[config.mk]
export PLATFORM = sky130hd
export DESIGN_NAME = mem_access_stage
export DESIGN_NICKNAME = d
export VERILOG_FILES = /design/src/rtl/riscv_pkg.sv /design/src/rtl/load_align.sv /design/src/rtl/mem_access_stage.sv
export SDC_FILE = /design/constraint.sdc
export NUM_CORES = 1
export LEC_CHECK = 0
export CAP_MARGIN = 5
export CORE_ASPECT_RATIO = 1.25
export CORE_MARGIN = 1.5
export CORE_UTILIZATION = 48
export DETAILED_ROUTE_END_ITERATION = 6
export PLACE_DENSITY = 0.93
export SETUP_SLACK_MARGIN = 0.5
export SYNTH_ARGS = -nofsm -noshare
export SYNTH_HDL_FRONTEND = slang
export SYNTH_SLANG_ARGS = --single-unit
[constraint.sdc]
create_clock -name clk -period 8.65 [get_ports clk]
set_clock_uncertainty 0.1 [all_clocks]
set_input_delay 1.2975 -clock clk [delete_from_list [all_inputs] [get_ports clk]]
set_output_delay 1.2975 -clock clk [all_outputs]
set_load 0.02 [all_outputs]
[src/rtl/riscv_pkg.sv]
// ============================================================================
// Module      : riscv_pkg
// Description : Shared types and constants for the MEM stage: Funct3 access
//               codes, MEM FSM states and the write-back packet.
// Revision    : 1.0 - initial release
// ============================================================================
`default_nettype none

package riscv_pkg;

    localparam logic [2:0] F3_B  = 3'b000;
    localparam logic [2:0] F3_H  = 3'b001;
    localparam logic [2:0] F3_W  = 3'b010;
    localparam logic [2:0] F3_BU = 3'b100;
    localparam logic [2:0] F3_HU = 3'b101;

    localparam logic [1:0] SZ_B = 2'd0;
    localparam logic [1:0] SZ_H = 2'd1;
    localparam logic [1:0] SZ_W = 2'd2;

    typedef enum logic [0:0] {
        IDLE = 1'b0,
        BUSY = 1'b1
    } mem_state_t;

    typedef struct packed {
        logic [31:0] data;
        logic [4:0]  rd;
        logic        regwrite;
    } wb_pkt_t;

    // Unsupported codes fall back to a full-word access.
    function automatic logic [1:0] f3_size(input logic [2:0] f3);
        case (f3)
            F3_B, F3_BU: f3_size = SZ_B;
            F3_H, F3_HU: f3_size = SZ_H;
            default:     f3_size = SZ_W;
        endcase
    endfunction

endpackage

`default_nettype wire

[src/rtl/load_align.sv]
// ============================================================================
// Module      : load_align
// Description : Combinational load-data lane selection and sign/zero extension.
// Revision    : 1.0 - initial release
// ============================================================================
`default_nettype none

module load_align
    import riscv_pkg::*;
#(
    parameter int DW = 32
) (
    input  logic [DW-1:0] rdata,
    input  logic [1:0]    off,
    input  logic [2:0]    funct3,
    output logic [DW-1:0] result
);

    logic [7:0]  w_byte;
    logic [15:0] w_half;

    // Halfword offsets are already aligned by the caller, so only off[1] matters.
    assign w_byte = rdata[{off, 3'b000} +: 8];
    assign w_half = rdata[{off[1], 4'b0000} +: 16];

    always_comb begin
        result = rdata;
        case (funct3)
            F3_B:          result = {{(DW-8){w_byte[7]}}, w_byte};
            F3_BU:         result = {{(DW-8){1'b0}}, w_byte};
            F3_H:          result = {{(DW-16){w_half[15]}}, w_half};
            F3_HU:         result = {{(DW-16){1'b0}}, w_half};
            F3_W:          result = rdata;
            default:       result = rdata;
        endcase
    end

endmodule

`default_nettype wire

[src/rtl/mem_access_stage.sv]
// ============================================================================
// Module      : mem_access_stage
// Description : RV32 MEM stage: single-outstanding req/ready data bus, store
//               lane steering, load alignment and write-back packet.
//               Optional macro MEM_MISALIGN_TRAP_EN traps misaligned H/W ops.
// Revision    : 1.0 - initial release
// ============================================================================
`default_nettype none

module mem_access_stage
    import riscv_pkg::*;
#(
    parameter int AW = 32,
    parameter int DW = 32
) (
    input  logic          clk,
    input  logic          rst,
    input  logic          InValid,
    output logic          InReady,
    input  logic [31:0]   ALUResult,
    input  logic [DW-1:0] StoreData,
    input  logic          MemRead,
    input  logic          MemWrite,
    input  logic [2:0]    Funct3,
    input  logic [4:0]    Rd,
    input  logic          RegWrite,
    output logic          MemReq,
    output logic          MemWe,
    output logic [AW-1:0] MemAddr,
    output logic [DW-1:0] MemWData,
    output logic [3:0]    MemWStrb,
    input  logic          MemReady,
    input  logic [DW-1:0] MemRData,
    output logic          WbValid,
    output logic [31:0]   WbData,
    output logic [4:0]    WbRd,
    output logic          WbRegWrite
`ifdef MEM_MISALIGN_TRAP_EN
   ,output logic          MisalignErr
`endif
);

    mem_state_t    state_q, state_d;
    logic          mem_req_q, mem_req_d;
    logic          mem_we_q, mem_we_d;
    logic [AW-1:0] mem_addr_q, mem_addr_d;
    logic [DW-1:0] mem_wdata_q, mem_wdata_d;
    logic [3:0]    mem_wstrb_q, mem_wstrb_d;
    logic          wb_valid_q, wb_valid_d;
    wb_pkt_t       wb_q, wb_d;
    logic [1:0]    off_q, off_d;
    logic [2:0]    f3_q, f3_d;
    logic          load_q, load_d;
    logic [4:0]    rd_q, rd_d;
    logic          regwrite_q, regwrite_d;
`ifdef MEM_MISALIGN_TRAP_EN
    logic          misalign_q, misalign_d;
    logic          w_misaligned;
`endif

    logic          w_accept;
    logic          w_is_mem;
    logic [1:0]    w_size;
    logic [1:0]    w_raw_off;
    logic [1:0]    w_eff_off;
    logic [3:0]    w_strb;
    logic [DW-1:0] w_store_wdata;
    logic [DW-1:0] w_load_result;

    assign w_accept  = InValid && (state_q == IDLE);
    assign w_is_mem  = MemRead || MemWrite;
    assign w_size    = f3_size(Funct3);
    assign w_raw_off = ALUResult[1:0];

    // Halfword and word accesses ignore the offset bits they cannot use.
    always_comb begin
        w_eff_off     = 2'b00;
        w_strb        = 4'b1111;
        w_store_wdata = StoreData;
        case (w_size)
            SZ_B: begin
                w_eff_off     = w_raw_off;
                w_strb        = 4'b0001 << w_raw_off;
                w_store_wdata = {4{StoreData[7:0]}};
            end
            SZ_H: begin
                w_eff_off     = {w_raw_off[1], 1'b0};
                w_strb        = 4'b0011 << {w_raw_off[1], 1'b0};
                w_store_wdata = {2{StoreData[15:0]}};
            end
            default: begin
                w_eff_off     = 2'b00;
                w_strb        = 4'b1111;
                w_store_wdata = StoreData;
            end
        endcase
    end

`ifdef MEM_MISALIGN_TRAP_EN
    assign w_misaligned = ((w_size == SZ_H) && w_raw_off[0]) ||
                          ((w_size == SZ_W) && (w_raw_off != 2'b00));
`endif

    load_align #(.DW(DW)) u_load_align (
        .rdata  (MemRData),
        .off    (off_q),
        .funct3 (f3_q),
        .result (w_load_result)
    );

    always_comb begin
        state_d     = state_q;
        mem_req_d   = mem_req_q;
        mem_we_d    = mem_we_q;
        mem_addr_d  = mem_addr_q;
        mem_wdata_d = mem_wdata_q;
        mem_wstrb_d = mem_wstrb_q;
        wb_valid_d  = 1'b0;
        wb_d        = wb_q;
        off_d       = off_q;
        f3_d        = f3_q;
        load_d      = load_q;
        rd_d        = rd_q;
        regwrite_d  = regwrite_q;
`ifdef MEM_MISALIGN_TRAP_EN
        misalign_d  = 1'b0;
`endif
        case (state_q)
            IDLE: begin
                if (w_accept) begin
                    if (!w_is_mem) begin
                        wb_valid_d = 1'b1;
                        wb_d       = '{data: ALUResult, rd: Rd,
                                       regwrite: RegWrite && (Rd != 5'd0)};
                    end
`ifdef MEM_MISALIGN_TRAP_EN
                    else if (w_misaligned) begin
                        wb_valid_d = 1'b1;
                        wb_d       = '{data: ALUResult, rd: Rd, regwrite: 1'b0};
                        misalign_d = 1'b1;
                    end
`endif
                    else begin
                        state_d     = BUSY;
                        mem_req_d   = 1'b1;
                        mem_we_d    = MemWrite;
                        mem_addr_d  = {ALUResult[AW-1:2], 2'b00};
                        mem_wdata_d = w_store_wdata;
                        mem_wstrb_d = MemWrite ? w_strb : 4'b0000;
                        off_d       = w_eff_off;
                        f3_d        = Funct3;
                        load_d      = !MemWrite;
                        rd_d        = Rd;
                        regwrite_d  = RegWrite;
                    end
                end
            end
            BUSY: begin
                if (MemReady) begin
                    state_d    = IDLE;
                    mem_req_d  = 1'b0;
                    wb_valid_d = 1'b1;
                    wb_d       = '{data: load_q ? w_load_result : '0, rd: rd_q,
                                   regwrite: load_q && regwrite_q && (rd_q != 5'd0)};
                end
            end
            default: state_d = IDLE;
        endcase
    end

    always_ff @(posedge clk or posedge rst) begin
        if (rst) begin
            state_q     <= IDLE;
            mem_req_q   <= 1'b0;
            mem_we_q    <= 1'b0;
            mem_addr_q  <= '0;
            mem_wdata_q <= '0;
            mem_wstrb_q <= 4'b0000;
            wb_valid_q  <= 1'b0;
            wb_q        <= '0;
            off_q       <= 2'b00;
            f3_q        <= 3'b000;
            load_q      <= 1'b0;
            rd_q        <= 5'd0;
            regwrite_q  <= 1'b0;
`ifdef MEM_MISALIGN_TRAP_EN
            misalign_q  <= 1'b0;
`endif
        end else begin
            state_q     <= state_d;
            mem_req_q   <= mem_req_d;
            mem_we_q    <= mem_we_d;
            mem_addr_q  <= mem_addr_d;
            mem_wdata_q <= mem_wdata_d;
            mem_wstrb_q <= mem_wstrb_d;
            wb_valid_q  <= wb_valid_d;
            wb_q        <= wb_d;
            off_q       <= off_d;
            f3_q        <= f3_d;
            load_q      <= load_d;
            rd_q        <= rd_d;
            regwrite_q  <= regwrite_d;
`ifdef MEM_MISALIGN_TRAP_EN
            misalign_q  <= misalign_d;
`endif
        end
    end

    assign InReady    = (state_q == IDLE);
    assign MemReq     = mem_req_q;
    assign MemWe      = mem_we_q;
    assign MemAddr    = mem_addr_q;
    assign MemWData   = mem_wdata_q;
    assign MemWStrb   = mem_wstrb_q;
    assign WbValid    = wb_valid_q;
    assign WbData     = wb_q.data;
    assign WbRd       = wb_q.rd;
    assign WbRegWrite = wb_q.regwrite;
`ifdef MEM_MISALIGN_TRAP_EN
    assign MisalignErr = misalign_q;
`endif

endmodule

`default_nettype wire

---- Yosys cells after proc, flatten, opt, wreduce, memory -nomap -nowiden ----
Cells that the tools add are included.
storage, ports and cells
  flip-flop bits (word level) ............. 120
  input bits .............................. 111
  word-level logic and storage cells ...... 70
cells by class
  equal/unequal tests ..................... 11
  shift operators ......................... 4
  muxes and demuxes ....................... 23
  bitwise logic cells ..................... 1
  reductions and logical operators ........ 16
operator list
  kind                 count
  $pmux 32 s4          1
  $mux 38              3
  $pmux 38 s2          1
  $pmux 32 s2          1
  $mux 32              1
  $shiftx 32x6->16     1
  $shiftx 32x6->8      1
  $eq 3x3->1 const B   4
  $reduce_bool 5->1    2
  $mux 1               9
  $reduce_and 3->1     3
  $pmux 2 s2           2
  $pmux 4 s2           1
  $eq 3x1->1 const B   2
  $logic_not 3->1      2
  $pmux 1 s2           3
  $logic_and 1x1->1    4
  $mux 4               1
  $ne 2x1->1 const B   2
  $ne 2x2->1 const B   2
  $reduce_or 2->1      2
  $shl 1x2->4 const A  1
  $shl 2x2->4 const A  1
  $eq 2x1->1 const B   1
  4 further kinds      4

---- Depth between registers and ports, before layout ----
  depth in word-level cells ............... 6
  gate-level depth with buffers ........... 8
  gate-level depth less buffers ........... 5

---- By module ----
From an unflattened synthesis, not the netlist that was laid out.
unflattened totals
  cells, all modules ...................... 508
  area total of the unflattened synthesis .. 5,918.2 um^2
modules (own cells, without submodules)
  module            times used  cells an instance  area an instance (um^2)  seq. area each (um^2)
  mem_access_stage  1           399                5,290.1                  3,002.9
  load_align        1           109                628.1                    0.0

---- Worst setup path after synthesis ----
Ideal clock, no wire load.
  path kind ............................... in2reg
  start point ............................. in InValid
  end point ............................... reg mem_addr_q[10] (netlist: MemAddr[10])
  setup time .............................. 125 ps
  arrival time ............................ 2,272 ps
  path slack .............................. 6,153 ps
  stages on the path ...................... 6
  buffers on the path ..................... 3
  cell sequence ........................... nor2b_1 -> buf_4 -> o21ai_2 -> buf_6 -> buf_6 -> mux2_2
on the way
  word-level cells in the longest chain between the ends .. 2
RTL lines
  element                            line                     RTL
  start: declaration                 mem_access_stage.sv:18   input logic InValid,
  $logic_and 1x1->1                  mem_access_stage.sv:70   assign w_accept = InValid && (state_q == IDLE);
  $reduce_and 3->1 (no source line)  n/a
  end signal: assignment             mem_access_stage.sv:193  mem_addr_q <= mem_addr_d;
  end: declaration                   mem_access_stage.sv:46   logic [AW-1:0] mem_addr_q, mem_addr_d;
Every way passes these cells.
A chain may end at the register's enable or synchronous reset.

---- Worst setup path after layout ----
  start point ............................. in MemWrite
  end point ............................... reg mem_addr_q[30] (netlist: MemAddr[30])
on the way
  word-level cells in the longest chain between the ends .. 2
RTL lines
  element                            line                    RTL
  start: declaration                 mem_access_stage.sv:23  input logic MemWrite,
  $logic_or 1x1->1                   mem_access_stage.sv:71  assign w_is_mem = MemRead || MemWrite;
  $reduce_and 3->1 (no source line)  n/a
Every way passes these cells.

==> flow_metrics.py <==
metrics = {
    "run_status": {
        "status": "finished, final reports clean",
    },
    "critical_path": {
        "worst_path_max_delay_cell": "buf_4",
        "crit_path_max_incr_delay_ns": 0.77,
        "crit_fanout": 74,
        "cp-end-kind": "register",
        "r2r_cells": 4,
        "crit_start": "MemWrite",
        "reg2reg_from": "state_q",
        "cp.arrival_ns": 3.79,
        "crit_chain": "clkdlybuf4s50_1, o21ai_4, buf_4, mux2_2",
        "rr_endpoint": "MemAddr[30]",
        "path_class": "in -> reg",
        "crit_required_ns": 8.83,
        "start_kind": "input pin",
        "rrSetupSlack_ns": 5.92,
    },
    "global_route": {
        "grt_usage": 0.292,
        "grt_pass1_vias": 5493,
        "grt_max_degree": 75,
        "grt-ovfl-total": 0,
        "grt_pass1_wl_um": 28400,
        "antenna_found_initial": 0,
    },
    "detailed_routing": {
        "first_pass_iters": 5,
        "drc": 0,
        "drt_iter0_markers": 274,
        "vias": 5161,
        "viasPerCell": 5.78,
        "routedWlPerCell_um": 20.2,
        "wl_um": 18000,
        "ant_nets": 0,
    },
    "sta": {
        "slew_viol_final": 0,
        "whs_ns": 0.381,
        "post-route-min-period_ns": 3.61,
        "setup_viol": 0,
        "slew_headroom": 0.367,
        "worstMarginPinSlew_ns": 0.949,
        "max_freq_mhz": 277,
        "hold_violations": 0,
        "setup_tns_ns": 0,
        "fin_crit_sh": 0.417,
        "grt_setup_unrepaired": "false",
    },
    "final_layout": {
        "layout.nets": 854,
        "final_cell_mix": "218 x clkdlybuf4s50_1, 120 x dfrtp_1, 60 x a21oi_1, 50 x nand2_1, 49 x mux2_2",
        "area_growth_pct": 49.0,
        "diodes": 0,
        "final_common_cell": "clkdlybuf4s50_1",
        "drive_gt1_frac": 0.121,
        "utilization": 0.733,
    },
    "logic_synthesis": {
        "synth_cells": 541,
        "synth.distinct_cells": 40,
        "ys_seq_elements": 120,
        "synth_warnings": 0,
        "synthesis.area_um2": 5690,
        "synth_edf_count": 0,
        "synthArstFlopShare": 1.00,
        "synth_ff_type": "dfrtp_1",
        "syn_avg_cell_area_um2": 10.5,
        "ys_seq_area_frac": 0.528,
    },
    "die": {
        "rows": 44,
        "die-area_um2": 12500,
        "ioPinCount": 221,
        "initial_core_util": 0.492,
        "design.core.area_um2": 11600,
        "die_h_um": 125,
        "dieWidth_um": 100,
    },
    "place": {
        "post-dp-hpwl_um": 12700,
        "numPortBuffers": 218,
        "gp_congestion": 0.954,
    },
    "clock_tree": {
        "cts_setup_buffers": 0,
        "postCtsHoldBufs": 0,
        "htree_num_levels": 4,
        "clock_sinks": 120,
        "ctsResizeCount": 0,
        "cts_made_buffers": 17,
        "clockBufferDepth": 2,
        "cts_root_buf": "clkbuf_16",
        "clk_pin_slew_worst_paths_ns": 0.06,
        "insertion_delay_ns": 0.40,
        "tritoncts": "yes",
    },
    "flow_run": {
        "maxCapViolations": 0,
    },
    "hold_path": {
        "hold_depth": 2,
        "min_to": "MemWData[12]",
        "hold_class": "reg -> reg",
        "min_from": "MemWData[12]",
    },
    "pwr": {
        "peakVddDrop_mv": 0.180,
        "power.density_nw_per_um2": 282,
        "finalPower_mw": 2.39,
        "p_leak_nw": 3.53,
    },
}
==> cells by family after synthesis <==
| logic type | Yosys count | share of synthesized area |
|---|---|---|
| AO/OA/AOI/OAI | 156 | 0.160 |
| AND/OR/NAND/NOR | 127 | 0.0998 |
| flip-flops | 120 | 0.528 |
| multiplexers | 87 | 0.166 |
| buffers and inverters | 50 | 0.0457 |
| other | 1 | 0.000659 |
==> flip-flops by register name (all words and copies together), names as in the netlist <==
| register | count |
|---|---|
| regwrite_q | 1 |
| load_q | 1 |
| rd_q | 5 |
| WbData | 32 |
| MemWData | 32 |
| WbRd | 5 |
| MemReq | 1 |
| MemWStrb | 4 |
| WbRegWrite | 1 |
| MemAddr | 30 |
| state_q | 1 |
| f3_q | 3 |
| MemWe | 1 |
| off_q | 2 |
| WbValid | 1 |
==> cells in the mapped netlist (2+ instances only) <==
| cell | count | share of area |
|---|---|---|
| mux2_2 | 49 | 0.097 |
| nor3b_1 | 2 | 0.0026 |
| nand2b_1 | 3 | 0.0033 |
| nand3_1 | 8 | 0.0070 |
| o21ai_0 | 45 | 0.040 |
| o22ai_1 | 20 | 0.022 |
| nor2_1 | 39 | 0.026 |
| and3_1 | 2 | 0.0022 |
| a221o_1 | 3 | 0.0053 |
| o211ai_1 | 13 | 0.017 |
| nor3_1 | 9 | 0.0079 |
| buf_4 | 4 | 0.0053 |
| a21oi_1 | 60 | 0.053 |
| buf_2 | 16 | 0.014 |
| nand2_1 | 50 | 0.033 |
| nor2b_1 | 9 | 0.0099 |
| a32oi_1 | 4 | 0.0062 |
| buf_6 | 5 | 0.0099 |
| mux2i_1 | 37 | 0.065 |
| inv_1 | 7 | 0.0046 |
| dfrtp_1 | 120 | 0.53 |
| clkbuf_1 | 16 | 0.011 |
| or4_1 | 2 | 0.0026 |
| a21o_1 | 2 | 0.0026 |
==> metrics by stage <==
| step | cell area [µm²] | setup WS (ns) | cells |
|---|---|---|---|
| 6_report | 8480 | 5.04 | 893 |
| 5_1_grt | 8480 | 4.90 | 893 |
| 4_1_cts | 8480 | 5.09 | 893 |
| 3_5_place_dp | 7870 | 4.68 | 862 |
| 3_3_place_gp | 7870 | 4.75 | 862 |
| 2_1_floorplan | 5690 | 4.07 | 542 |
==> where the power goes <==
part	total [mW]	internal (mW)	switching [mW]	leakage, nW
combinational	0.847	0.413	0.434	1.80
sequential	0.822	0.711	0.111	1.43
clock	0.724	0.481	0.243	0.303
total	2.39	1.60	0.789	3.53
==> layout make-up <==
cell class | count | area, µm²
inverters | 9 | 36.3
clock buffers | 23 | 488
flip-flops and latches | 120 | 3000
fillers | 796 | 3080
clock inverters | 8 | 119
repair buffers | 223 | 2220
multi-input cells | 372 | 2440
well taps | 138 | 173
==> routing by layer <==
metal	track usage	vias to the layer above	wire (µm)
met5	0	-	0
met4	0.171	0	994
met3	0.0802	62	1330
met2	0.476	261	8850
met1	0.342	2510	6820
li1	-	2328	-
==> critical path: cells and delay by family <==
family,cells,cell delay (ns)
compound gates,1,0.72
buf+inv,2,1.29
mux,1,0.43
==> worst max path at each step <==
stage                     slack, ns  cells after the start     endpoint
after floorplan                4.07                      1  MemAddr[10]
after global placement         4.75                      4  MemAddr[27]
after detailed placement       4.68                      4  MemAddr[30]
after CTS                      5.09                      4  MemAddr[30]
after global routing           4.90                      4  MemAddr[30]
final                          5.04                      4  MemAddr[30]
Power figures use the tool's default switching activity.
==> edit 1, RTL diff (config.mk and constraints unchanged) <==
Reset style: synchronous (`rst`), changed in one clocked block.
--- a/src/rtl/mem_access_stage.sv
+++ b/src/rtl/mem_access_stage.sv
@@ -170,3 +170,3 @@
 
-    always_ff @(posedge clk or posedge rst) begin
+    always_ff @(posedge clk) begin
         if (rst) begin
Function: differs if rst is asserted again (counterexample within 4 cycles, from zero or initial values and one cycle with rst high); with rst held inactive, the same outputs for 4 cycles.
==> edit 1 against the original RTL <==
Wire length rose by 3.9%; area after synthesis fell by 0.33%; sequential cell count is the same; highest routed layer unchanged; setup slack got worse by 0.40 ns; final cell count rose by 17%; first-iteration DRC count is 62% higher; worst hold slack worse by 0.027 ns; count of clock-buffer cells in the layout shrank 5; final area decreased by 1.7%; fmax shrank 10%.
Power is not compared: it rests on default switching activity, and its combinational part moved more than twofold at a synthesized area within 25%.
==> edit 1: results (changes against the original RTL) <==
critical_path:
  slowest_delay_ns: 0.88  # +0.11 ns
  r2r-start: "off_q[1]"
  critical_path_peak_fanout: 31  # -58%
  r2r-end: "WbData[26]"
  cp_slowest_cell: "inv_1"
  critPathCapture: "InReady"
grt:
  track_usage_pct: 30.2  # +0.96 points
  grtUsageMet1_pct: 34.4  # +0.24 points
  grt_pass1_wl_um: 29600  # +4.0%
  grt_max_degree: 91  # +21%
  use_met3_pct: 9.26  # +1.2 points
  grt_pass1_vias: 5859  # +6.7%
  gr-usage-met2_pct: 50.0  # +2.4 points
synthesis:
  avgSynthCellArea_um2: 7.87  # -25%
  synth_area_leaders: "dfxtp_1 42%, nand2_1 13%, a21oi_1 5.7%"
  synth_common_cells: "199 x nand2_1, 120 x dfxtp_1, 65 x a21oi_1"
  async_flop_share_pct: 0  # -100 points
  ys.flop_type: "dfxtp_1"
  synth_mux_area_share_pct: 5.71  # -11 points
  synth-seq-area-share_pct: 42.4  # -10 points
placement:
  dp.cells: 1015  # +18%
  place_congestion: 0.881  # -7.7%
  post-place-ws_ns: 4.91  # +0.234 ns
  dp_hpwl_um: 12800  # +0.97%
routing:
  drtPass1Iterations: 7  # +2
  wl_met3_um: 1690  # +26%
  wl_met2_um: 9240  # +4.4%
  drt_iter0_markers: 445  # +62%
  num_vias: 6101  # +18%
  viasPerCell: 5.83  # +0.83%
  routedWlPerCell_um: 17.8  # -11%
worst_hold_path:
  min_to: "MemAddr[24]"
layout:
  n_fill_cell: 856  # +7.5%
clock_network:
  clk-insertion-delay-late_ns: 0.42  # +0.02 ns
sta:
  fmax_mhz: 250  # -10%
  max_slew_margin_pct: 21.9  # -15 points
outcome:
  status: "completed"
edit 1: cell count changes in the layout (fill, tap and decap cells not counted), moves of 11 or more:
cell,change
a311oi_1,+31
o22ai_1,-13
o21ai_0,-18
nand2_1,+148
dfrtp_1,-120
a211oi_1,+12
dfxtp_1,+120
mux2_2,-48
nand4_1,+17
o211ai_1,-11
nor2_1,+23
edit 1: through the flow:
step,utilization [%],instance area [um^2],hold WS (ns)
2_1_floorplan,-,5680,0.337
3_3_place_gp,67.2,7770,0.341
3_5_place_dp,67.2,7770,0.348
4_1_cts,72.1,8340,0.356
5_1_grt,72.1,8340,0.373
6_report,72.1,8340,0.353
edit 1: cell type report:
class,instances,area (um^2),share of cell area (%)
clock buffer,18,439,5.27
multi-input combinational,531,2970,35.6
inverter,4,15.0,0.180
timing repair buffer,222,2210,26.5
sequential,120,2400,28.8
tap,138,173,2.07
clock inverter,14,126,1.52
==> edit 2, RTL diff (same flow settings) <==
Without the edit above. The option `MEM_MISALIGN_TRAP_EN` is turned on by a define.
--- a/src/rtl/mem_access_stage.sv
+++ b/src/rtl/mem_access_stage.sv
@@ -8,2 +8,4 @@
 `default_nettype none
+
+`define MEM_MISALIGN_TRAP_EN
 
Function (old outputs only; new: MisalignErr): changed (Yosys sat finds a counterexample within 4 cycles, from zero or initial values and one cycle with rst high).
==> edit 2 against the original RTL <==
Wire length up 7.3%; setup slack worse by 0.75 ns; area after synthesis is 11% higher; power increased by 6.3%; sequential cell count rose by 1; register-to-register slack got worse by 0.61 ns; utilization is 1.2 points lower; final area rose by 8.7%; count of clock-buffer cells in the layout decreased by 4.
==> edit 2: results (changes against the original RTL) <==
layout:
  nNonClkBuffers: 226  # +1.3%
  layout-drive-gt1-share_pct: 12.0  # -0.053 points
  n_fill_cell: 922  # +16%
  bufAreaShareNonClock_pct: 24.4  # -1.8 points
  instances_no_fill: 968  # +8.4%
  nets: 898  # +5.2%
  multi_input_gates: 416  # +12%
  n_all_inverters: 5  # -4
  clkbuf_count: 19  # -17%
  clk_share_pct: 7.28  # +0.12 points
  finalInstanceArea_mm2: 0.00922  # +8.7%
routing:
  viasPerCell: 5.77  # -0.20%
  drtPass1Iterations: 4  # -1
  drt_iter0_markers: 368  # +34%
  routedWlPerCell_um: 19.9  # -1.0%
placement:
  dp_hpwl_um: 13600  # +7.1%
  post-place-ws_ns: 3.86  # -0.818 ns
  port_buffers: 219  # +0.46%
  postPlaceCellArea_mm2: 0.00855  # +8.6%
  dp.cells: 936  # +8.6%
  place_congestion: 0.807  # -15%
outcome:
  status: "completed"
power:
  clock_power_share_pct: 31.5  # +1.2 points
  power_mw: 2.55  # +6.3%
  comb_power_share_pct: 35.8  # +0.4 points
  p_switching_mw: 0.838  # +6.3%
  power.static_leakage_nw: 4.01  # +13%
critical_path:
  arrival_ns: 4.55  # +0.76 ns
  crit_start: "Funct3[0]"
  critical_path_peak_fanout: 62  # -16%
  r2r_slack_ns: 5.31  # -0.61 ns
  cp_slowest_cell: "a2111o_2"
  r2r_cells: 5  # +1
  slowest_delay_ns: 1.00  # +0.23 ns
clock_network:
  cts_setup_buffers: 0  # unchanged
  clk-insertion-delay-late_ns: 0.42  # +0.02 ns
grt:
  use_met3_pct: 8.23  # +0.21 points
  gr-usage-met2_pct: 48.4  # +0.87 points
  grt_pass1_wl_um: 30100  # +6.0%
  grt_max_degree: 80  # +6.7%
  grtUsageMet1_pct: 33.0  # -1.2 points
  track_usage_pct: 28.0  # -1.3 points
  grt_pass1_vias: 5570  # +1.4%
sta:
  timing.setup.tns_ns: 0  # unchanged
  period_needed_ns: 4.35  # +0.745 ns
  max_slew_margin_pct: 20.3  # -16 points
  holdWs_ns: 0.379  # -0.00147 ns
synthesis:
  synth-seq-area-share_pct: 47.8  # -4.9 points
  async_flop_share_pct: 100  # unchanged
  synthesis.area_mm2: 0.00633  # +11%
  synth_compound_area_share_pct: 16.3  # +0.26 points
  synth_mux_area_share_pct: 21.6  # +5.0 points
  synth_common_cells: "121 x dfrtp_1, 81 x nand2_1, 61 x mux2i_1"
  yosysUniqueCellTypes: 42  # +5.0%
  syn_inst: 590  # +9.1%
  synth_area_leaders: "dfrtp_1 48%, mux2_4 11%, mux2i_1 9.6%"
worst_hold_path:
  hold_path_startpoint: "MemWStrb[0]"
[edit 2: cell types whose count changed in the layout (fill, tap and decap cells not counted), moves of 20 or more]
cell and change:
mux2_2 -48, mux2_4 +48, nand2_1 +31, mux2i_1 +24, a21oi_1 -20, o22ai_1 -20
[edit 2: worst register-to-register path: cells and delay by family (launching register included)]
kind                   cells  cell delay [ns]
multiplexers               1             0.43
AND/OR/NAND/NOR            1             0.29
flip-flops                 1             0.32
AO/OA/AOI/OAI              1             0.86
buffers and inverters      2             1.23
[edit 2: routing by layer]
layer | vias to the layer above | routed length [um]
met5 | - | 0
met4 | 0 | 377
met3 | 36 | 1550
met2 | 278 | 9910
met1 | 2731 | 7480
li1 | 2538 | -
[edit 2: logic make-up (layout without fill, tap and decap cells)]
kind of cell,after synthesis,after routing
and+or+nand+nor,148,148
AOI/OAI and AO/OA,155,155
buffers and inverters,54,263
muxes,111,111
DFF,121,121
other,1,2
